--- src/rtl/uart_buffered.sv ---
// Buffered UART host front end: TX/RX FIFOs between a byte-wide host port and the serial engines.
// Define UART_ERR_STATUS_EN to store per-character error flags in the RX FIFO.
module uart_buffered #(
    parameter int DATA_W   = 8,
    parameter int TX_DEPTH = 16,
    parameter int RX_DEPTH = 16
) (
    input  logic                      clk,
    input  logic                      rst,
    input  logic                      Write,
    input  logic [DATA_W-1:0]         OUT_PORT,
    input  logic [1:0]                Read,
    input  logic [2:0]                ie,
    input  logic [$clog2(RX_DEPTH):0] rx_thresh,
    output logic [7:0]                UART_DS,
    output logic                      UART_INT,
    input  logic                      txe_rdy,
    output logic                      txe_write,
    output logic [DATA_W-1:0]         txe_data,
    input  logic                      rxe_rdy,
    input  logic [DATA_W-1:0]         rxe_data,
    input  logic [2:0]                rxe_status,
    output logic                      rxe_read,
    output logic                      o_dbg_tx_state,
    output logic                      o_dbg_rx_state
);
    localparam int TX_AW = $clog2(TX_DEPTH);
    localparam int RX_AW = $clog2(RX_DEPTH);
`ifdef UART_ERR_STATUS_EN
    localparam int RX_W = DATA_W + 3;
`else
    localparam int RX_W = DATA_W;
`endif
    localparam logic [TX_AW:0] TX_CNT_MAX = (TX_AW + 1)'(TX_DEPTH);
    localparam logic [RX_AW:0] RX_CNT_MAX = (RX_AW + 1)'(RX_DEPTH);
    localparam logic ST_IDLE = 1'b0;
    localparam logic ST_WAIT = 1'b1;

    logic [DATA_W-1:0] r_tx_mem [TX_DEPTH];
    logic [TX_AW-1:0]  r_tx_wptr, r_tx_rptr;
    logic [TX_AW:0]    r_tx_cnt;
    logic              r_tx_state, r_tx_ovf;
    logic [RX_W-1:0]   r_rx_mem [RX_DEPTH];
    logic [RX_AW-1:0]  r_rx_wptr, r_rx_rptr;
    logic [RX_AW:0]    r_rx_cnt;
    logic              r_rx_state, r_rx_ovf;
    logic              r_int;

    logic              w_tx_full, w_tx_empty, w_tx_push, w_tx_load;
    logic              w_rx_full, w_rx_empty, w_rx_push, w_rx_pop, w_rx_ack;
    logic [RX_W-1:0]   w_rx_entry, w_rx_head;
    logic [2:0]        w_rx_err;
    logic [7:0]        w_status, w_rx_byte;
    logic [RX_AW:0]    w_rx_thr;
    logic              w_int;

    // Full/empty come from registered counts, so a push to a full FIFO is dropped even if a pop coincides.
    assign w_tx_full  = (r_tx_cnt == TX_CNT_MAX);
    assign w_tx_empty = (r_tx_cnt == '0);
    assign w_tx_push  = Write & ~w_tx_full;
    assign w_tx_load  = rst & (r_tx_state == ST_IDLE) & ~w_tx_empty & txe_rdy;
    assign txe_write  = w_tx_load;
    assign txe_data   = r_tx_mem[r_tx_rptr];

    assign w_rx_full  = (r_rx_cnt == RX_CNT_MAX);
    assign w_rx_empty = (r_rx_cnt == '0);
    assign w_rx_ack   = rst & (r_rx_state == ST_IDLE) & rxe_rdy;
    assign w_rx_push  = w_rx_ack & ~w_rx_full;
    assign w_rx_pop   = (Read == 2'b01) & ~w_rx_empty;
    assign rxe_read   = w_rx_ack;
    assign w_rx_head  = r_rx_mem[r_rx_rptr];

`ifdef UART_ERR_STATUS_EN
    assign w_rx_entry = {rxe_status, rxe_data};
    assign w_rx_err   = w_rx_empty ? 3'b000 : w_rx_head[DATA_W+2:DATA_W];
`else
    logic w_unused_status;
    assign w_unused_status = ^rxe_status;
    assign w_rx_entry      = rxe_data;
    assign w_rx_err        = 3'b000;
`endif

    assign w_status = {w_tx_empty & (r_tx_state == ST_IDLE), r_tx_ovf, r_rx_ovf,
                       w_rx_err, ~w_tx_full, ~w_rx_empty};

    always_comb begin
        w_rx_byte = '0;
        w_rx_byte[DATA_W-1:0] = w_rx_head[DATA_W-1:0];
        UART_DS = 8'h00;
        if (Read[1])
            UART_DS = w_status;
        else if (Read[0])
            UART_DS = w_rx_byte;
    end

    assign w_rx_thr = (rx_thresh == '0) ? (RX_AW + 1)'(1) : rx_thresh;
    assign w_int    = (ie[0] & (r_rx_cnt >= w_rx_thr)) | (ie[1] & w_status[7]) |
                      (ie[2] & (r_rx_ovf | r_tx_ovf | (|w_rx_err)));

    always_ff @(posedge clk) begin
        if (w_tx_push) r_tx_mem[r_tx_wptr] <= OUT_PORT;
        if (w_rx_push) r_rx_mem[r_rx_wptr] <= w_rx_entry;
    end

    always_ff @(posedge clk) begin
        if (!rst) begin
            r_tx_wptr  <= '0;
            r_tx_rptr  <= '0;
            r_tx_cnt   <= '0;
            r_tx_state <= ST_IDLE;
            r_tx_ovf   <= 1'b0;
            r_rx_wptr  <= '0;
            r_rx_rptr  <= '0;
            r_rx_cnt   <= '0;
            r_rx_state <= ST_IDLE;
            r_rx_ovf   <= 1'b0;
            r_int      <= 1'b0;
        end else begin
            if (w_tx_push) r_tx_wptr <= r_tx_wptr + 1'b1;
            if (w_tx_load) r_tx_rptr <= r_tx_rptr + 1'b1;
            case ({w_tx_push, w_tx_load})
                2'b10:   r_tx_cnt <= r_tx_cnt + 1'b1;
                2'b01:   r_tx_cnt <= r_tx_cnt - 1'b1;
                default: r_tx_cnt <= r_tx_cnt;
            endcase
            if (r_tx_state == ST_IDLE && w_tx_load)
                r_tx_state <= ST_WAIT;
            else if (r_tx_state == ST_WAIT && !txe_rdy)
                r_tx_state <= ST_IDLE;

            if (w_rx_push) r_rx_wptr <= r_rx_wptr + 1'b1;
            if (w_rx_pop)  r_rx_rptr <= r_rx_rptr + 1'b1;
            case ({w_rx_push, w_rx_pop})
                2'b10:   r_rx_cnt <= r_rx_cnt + 1'b1;
                2'b01:   r_rx_cnt <= r_rx_cnt - 1'b1;
                default: r_rx_cnt <= r_rx_cnt;
            endcase
            if (r_rx_state == ST_IDLE && w_rx_ack)
                r_rx_state <= ST_WAIT;
            else if (r_rx_state == ST_WAIT && !rxe_rdy)
                r_rx_state <= ST_IDLE;

            // A status read clears the sticky flags, but a new overflow in the same cycle wins.
            r_tx_ovf <= (Write & w_tx_full) | (r_tx_ovf & ~Read[1]);
            r_rx_ovf <= (w_rx_ack & w_rx_full) | (r_rx_ovf & ~Read[1]);
            r_int    <= w_int;
        end
    end

    assign UART_INT       = r_int;
    assign o_dbg_tx_state = r_tx_state;
    assign o_dbg_rx_state = r_rx_state;
endmodule

--- config.mk ---
export PLATFORM = sky130hd
export DESIGN_NAME = uart_buffered
export DESIGN_NICKNAME = d
export VERILOG_FILES = /design/src/rtl/uart_buffered.sv
export SDC_FILE = /design/constraint.sdc
export NUM_CORES = 1
export LEC_CHECK = 0
export CAP_MARGIN = 10
export CORE_MARGIN = 2
export CORE_UTILIZATION = 55
export DETAILED_ROUTE_END_ITERATION = 8
export PLACE_DENSITY = 0.74
export SETUP_SLACK_MARGIN = 0.2
export SYNTH_ARGS = -nofsm -noshare
export SYNTH_HDL_FRONTEND = slang
export SYNTH_SLANG_ARGS = --single-unit
export TNS_END_PERCENT = 30
--- constraint.sdc ---
create_clock -name clk -period 4.07 [get_ports clk]
set_clock_uncertainty 0.15 [all_clocks]
set_input_delay 0.6105 -clock clk [delete_from_list [all_inputs] [get_ports clk]]
set_output_delay 0.6105 -clock clk [all_outputs]
set_load 0.1 [all_outputs]
# --- Word level (Yosys, flattened, before mapping) ---
# Memories as Yosys holds them, arrays and structs flattened. A register that Yosys moved wholly into a read port is not among the register bits.
# Cells that the tools add are included.
word_totals:
  in_bits: 34
  wordCells: 87
  mem_bits_rw: 256
  memories: 2
  regBits: 31
mem_list:
  columns: ["name", "words", "word_bits", "read_ports", "rd_clocked_by_memory_dff", "write_ports", "line_no", "rtl"]
  rows:
  - ["r_rx_mem", 16, 8, 1, 1, 1, "43", "logic [RX_W-1:0] r_rx_mem [RX_DEPTH];"]
  - ["r_tx_mem", 16, 8, 1, 1, 1, "39", "logic [DATA_W-1:0] r_tx_mem [TX_DEPTH];"]
classes:
  n_lt_le_gt_ge: 1
  add_sub_neg: 8
  mux: 17
  n_bitwise: 28
  n_eq_ne: 7
  n_reduce_logical: 13
op_table:
  columns: ["operator", "count"]
  rows:
  - ["case mux 5 bit (2 select lines)", 2]
  - ["adder 4 x 1 -> 4 bit (second input constant)", 4]
  - ["AND 1 bit", 16]
  - ["two-way mux 4 bit", 4]
  - ["two-way mux 8 bit", 2]
  - ["logical NOT 5 bit", 3]
  - ["adder 5 x 1 -> 5 bit (second input constant)", 2]
  - ["== test 5 bit (second input constant)", 2]
  - ["subtractor 5 x 1 -> 5 bit (second input constant)", 2]
  - ["two-way mux 1 bit", 8]
  - ["nonzero test 2 bit", 4]
  - ["NOT 1 bit", 7]
  - ["== test 2 x 1 -> 1 bit (second input constant)", 3]
  - ["greater-or-equal comparator 5 bit", 1]
  - ["two-way mux 5 bit", 1]
  - ["bitwise OR 1 bit", 5]
  - ["== test 2 bit (second input constant)", 2]
  - ["logical AND 1 bit", 4]
  - ["logical NOT 1 bit", 2]

# --- Depth between registers and ports, before layout ---
depth:
  depth_word: 6
  mapped_depth: 12
  depth_no_buf: 11

# --- Least setup slack after synthesis ---
# OpenSTA, ideal clock, no wires.
synth_timing:
  path_type: "input-to-reg"
  startpoint: "in rst"
  endpoint: "reg r_tx_cnt[4]"
  path_stages: 11
  arrival_time_ns: 4.055
  n_path_buf: 1
  path_slack_ns: -0.254
  cell_sequence: "buf_2 -> nand2_1 -> a211oi_2 -> ha_1 -> inv_1 -> fa_1 -> nor2b_1 -> o21ai_0 -> nand3_1 -> or3b_2 -> mux2i_1"
synth_between:
  elab_chain_cells: 5
  elab_cells_between_ends: 7
  classes_between: "eq/ne (2); mux (1); bitwise (3); reduce/logical (1)"
synth_rtl:
  columns: ["element", "line_no", "rtl"]
  rows:
  - ["from (decl)", "9", "input logic rst,"]
  - ["AND 1 bit * (3 in a row)", "61", "assign w_tx_load = rst & (r_tx_state == ST_IDLE) & ~w_tx_empty & txe_rdy;"]
  - ["named net txe_write", "18", "output logic txe_write,"]
  - ["== test 2 x 1 -> 1 bit / == test 2 bit (equally long branches)", "121", "case ({w_tx_push, w_tx_load})"]
  - ["case mux 5 bit (2 select lines) / nonzero test 2 bit (equally long branches)", null, null]
  - ["to (signal assigned)", "122", "2'b10: r_tx_cnt <= r_tx_cnt + 1'b1;"]
  - ["to (signal assigned)", "123", "2'b01: r_tx_cnt <= r_tx_cnt - 1'b1;"]
  - ["to (signal assigned)", "124", "default: r_tx_cnt <= r_tx_cnt;"]
  - ["to (decl)", "41", "logic [TX_AW:0] r_tx_cnt;"]
# Mark *: on every way through the listed nets, which the timed path passes. The rest lies on a longest branch.
# A chain may end at the register's enable or synchronous reset.

==> impl_metrics.json <==
{
  "period_needed_ps": 3583,
  "totalWireLength_um": 22780,
  "rsz0062_at_grt": "false",
  "start_util_pct": 55.69,
  "worstSetupPathType": "flop to primary output",
  "vias": 6180,
  "clock-sinks": 295,
  "fmax_ghz": 0.2791,
  "cts_resized": 0,
  "final-max-slew-violation-count": 0,
  "dr_wl_met3_um": 1218,
  "fin_nets": 828,
  "rr_worst_depth": 11,
  "setup_viol": 0,
  "cts_tree": "done",
  "area_delta_synth_final_pct": 14.39,
  "irDropWorstVdd_v": 0.0003705,
  "hpwl_um": 15050,
  "finalNonFillerCells": 1071,
  "fillers": 1458,
  "via_per_inst": 5.770,
  "relSlewSlack_pct": 33.13,
  "avgRoutedWirePerCell_um": 21.27,
  "yosysSeqAreaShare_pct": 70.11,
  "cp_top_family": "multiplexers",
  "hold_buffers": 0,
  "worst-path-buf-inv": 2,
  "cts_setup_buffers": 0,
  "gr-total-overflow": 0,
  "synth_nets": 759,
  "drive_above_1_share_pct": 16.94,
  "worst_pin_slew_ps": 999.3,
  "place_area_mm2": 0.01288,
  "dp_cells": 1018,
  "h-tree-depth": 1,
  "start_kind": "flop",
  "die_h_um": 152.2,
  "crit_path_end_kind": "primary output",
  "ys_warn_count": 0,
  "period_share_pct": 88.03,
  "cts_max_path_buffers": 3,
  "holdPathStages": 2,
  "slowest_stage": "mux4_1",
  "grt_pass1_wl_um": 35400,
  "synth_area_per_cell_um2": 17.26,
  "regArea_mm2": 0.008471,
  "hold_violations": 0,
  "numPortBuffers": 51,
  "drt_first_pass_iters": 5,
  "crit_path_max_incr_delay_ps": 690,
  "grt_max_degree": 37,
  "die_x_um": 152.2,
  "cp.arrival_ps": 2820,
  "netlist_instances": 700,
  "met2_length_um": 11700,
  "grt_pass1_vias": 6319,
  "max_cap_viol_count": 0,
  "syn-cell-area_mm2": 0.01208,
  "clkLatencyLatePin_ps": 530,
  "worst_path_most_repeated_cell": "buf_4",
  "routed.top_layer": "met4",
  "synthFlopType": "edfxtp_1",
  "synth.distinct_cells": 45,
  "grt.total_usage_pct": 19.80,
  "async_flop_share_pct": 0,
  "hold_start": "r_rx_cnt[4]$_SDFFE_PN0P_",
  "cp_cell_sequence": "buf_4 -> mux4_1 -> mux4_2 -> buf_4",
  "ant_nets": 0,
  "synth_edf_count": 256,
  "power.density_mw_per_mm2": 488.0,
  "drt-initial-drc-count": 440,
  "p_leak_nw": 4.526,
  "wl_met1_um": 9393,
  "finalSetupTns_ps": 0,
  "core-area_mm2": 0.02169,
  "clk_pin_slew_ps": 60,
  "num_rows": 54,
  "min_path_type": "flop to flop",
  "gp_congestion": 0.7920,
  "final_core_util_pct": 63.71,
  "r2r_start": "r_tx_cnt[0]$_SDFFE_PN0P_",
  "finalInstanceArea_mm2": 0.01382,
  "status": "complete, no violations",
  "worstPathRequired_ps": 3310,
  "numCtsBuffers": 29,
  "r2r_end": "r_tx_cnt[4]$_SDFFE_PN0P_",
  "ff2ff_setup_slack_ps": 960,
  "dieArea_mm2": 0.02316,
  "synth_seq_cells": 295,
  "num_antenna_cells": 0,
  "cp.depth": 4,
  "drcViolationCount": 0,
  "grt_antenna_before_repair": 0,
  "root_buffer": "clkbuf_16",
  "ioPinCount": 55,
  "multiInputGateArea_mm2": 0.003336,
  "cp_max_fo": 32,
  "min_to": "r_rx_cnt[4]$_SDFFE_PN0P_"
}
==> tightest hold or removal path, cell delays in order (launching register included) <==
cell and delay [ps]:
dfxtp_1 350, nand2_1 80, mux2i_1 60
==> flip-flops by register name (all words and copies together), names as in the netlist, named ones only <==
register	count
UART_INT	1
o_dbg_tx_state	1
r_tx_rptr	4
r_rx_wptr	4
r_tx_cnt	5
r_tx_ovf	1
o_dbg_rx_state	1
r_rx_mem	128
r_tx_wptr	4
r_rx_ovf	1
r_rx_cnt	5
r_tx_mem	128
r_rx_rptr	4
==> where the power goes <==
| part | total, mW | internal (mW) | switching, mW |
|---|---|---|---|
| sequential | 3.38 | 3.34 | 0.0456 |
| combinational | 0.794 | 0.296 | 0.498 |
| clock | 2.57 | 1.52 | 1.05 |
==> cell usage in the layout, fill, tap and decap left out, types with 8 or more instances in the layout <==
cell type          n
ha_1              23
nand3_1           16
nand2_1           43
edfxtp_1         256
nor3_1             8
nand2b_1           8
mux4_1            14
clkdlybuf4s50_1   33
clkbuf_16         29
inv_1             21
and2_1            24
nor2_1            29
buf_4             37
nor2b_1           10
o21ai_0           10
mux4_2            38
mux2i_1           46
dfxtp_1           37
a21oi_1           18
xnor2_1           12
==> final cells by class <==
cell class,instances,area share [%]
flip-flops and latches,295,61.31
multi-input cells,350,24.14
clock buffers,39,5.886
repair buffers,72,4.691
well taps,280,2.536
clock inverters,14,0.8693
inverters,21,0.5705
==> through the flow <==
stage	total power, mW	setup WS [ps]	hold slack, ps
2_1_floorplan	4.039	153.0	339.5
3_3_place_gp	4.219	463.9	377.1
3_5_place_dp	4.248	351.6	385.0
4_1_cts	6.806	417.4	395.7
5_1_grt	6.965	382.0	434.1
6_report	6.743	487.4	395.6
==> routing by layer <==
| metal | vias to the layer above | GRT usage (%) |
|---|---|---|
| li1 | 2851 | - |
| met1 | 3110 | 25.92 |
| met2 | 178 | 34.79 |
| met3 | 41 | 3.072 |
| met4 | 0 | 5.652 |
| met5 | - | 0 |
==> cell usage after synthesis, types with 3 or more instances <==
cell	instances	area share [%]
edfxtp_1	256	64
mux2i_1	46	3.8
nand2_1	43	1.3
dfxtp_1	39	6.5
mux4_2	38	7.1
nor2_1	29	0.90
and2_1	24	1.2
ha_1	23	2.4
inv_1	21	0.65
a21oi_1	18	0.75
nand3_1	16	0.66
mux4_1	14	3.0
clkbuf_1	12	0.37
xnor2_1	12	0.87
nor2b_1	10	0.52
o21ai_0	10	0.41
buf_2	9	0.37
nand2b_1	8	0.41
nor3_1	8	0.33
a22oi_1	6	0.37
buf_4	6	0.37
xor2_1	6	0.44
a32oi_1	5	0.36
nand4_1	4	0.21
o211ai_1	4	0.25
o22ai_1	4	0.21
buf_1	3	0.093
mux2_2	3	0.28
==> logic make-up (layout without fill, tap and decap cells) <==
kind of cell             Yosys count  count (layout)  share of synthesized area [%]
flip-flops                       295             295                          70.11
multiplexers                     101             101                          14.22
buffers and inverters             55             146                          2.341
AO/OA/AOI/OAI                     56              56                          3.035
adder cells (fa/ha/maj)           25              25                          2.714
AND/OR/NAND/NOR                  150             150                          6.277
XOR/XNOR                          18              18                          1.305
==> how the worst max path moves through the flow <==
stage	slack [ps]	to
after floorplan	150	r_rx_cnt[4]$_SDFFE_PN0P_
after global placement	460	r_rx_cnt[4]$_SDFFE_PN0P_
after detailed placement	350	r_tx_cnt[4]$_SDFFE_PN0P_
after CTS	420	txe_data[4]
after global routing	380	UART_DS[7]
final	490	txe_data[4]
(Power assumes the default switching activity.)
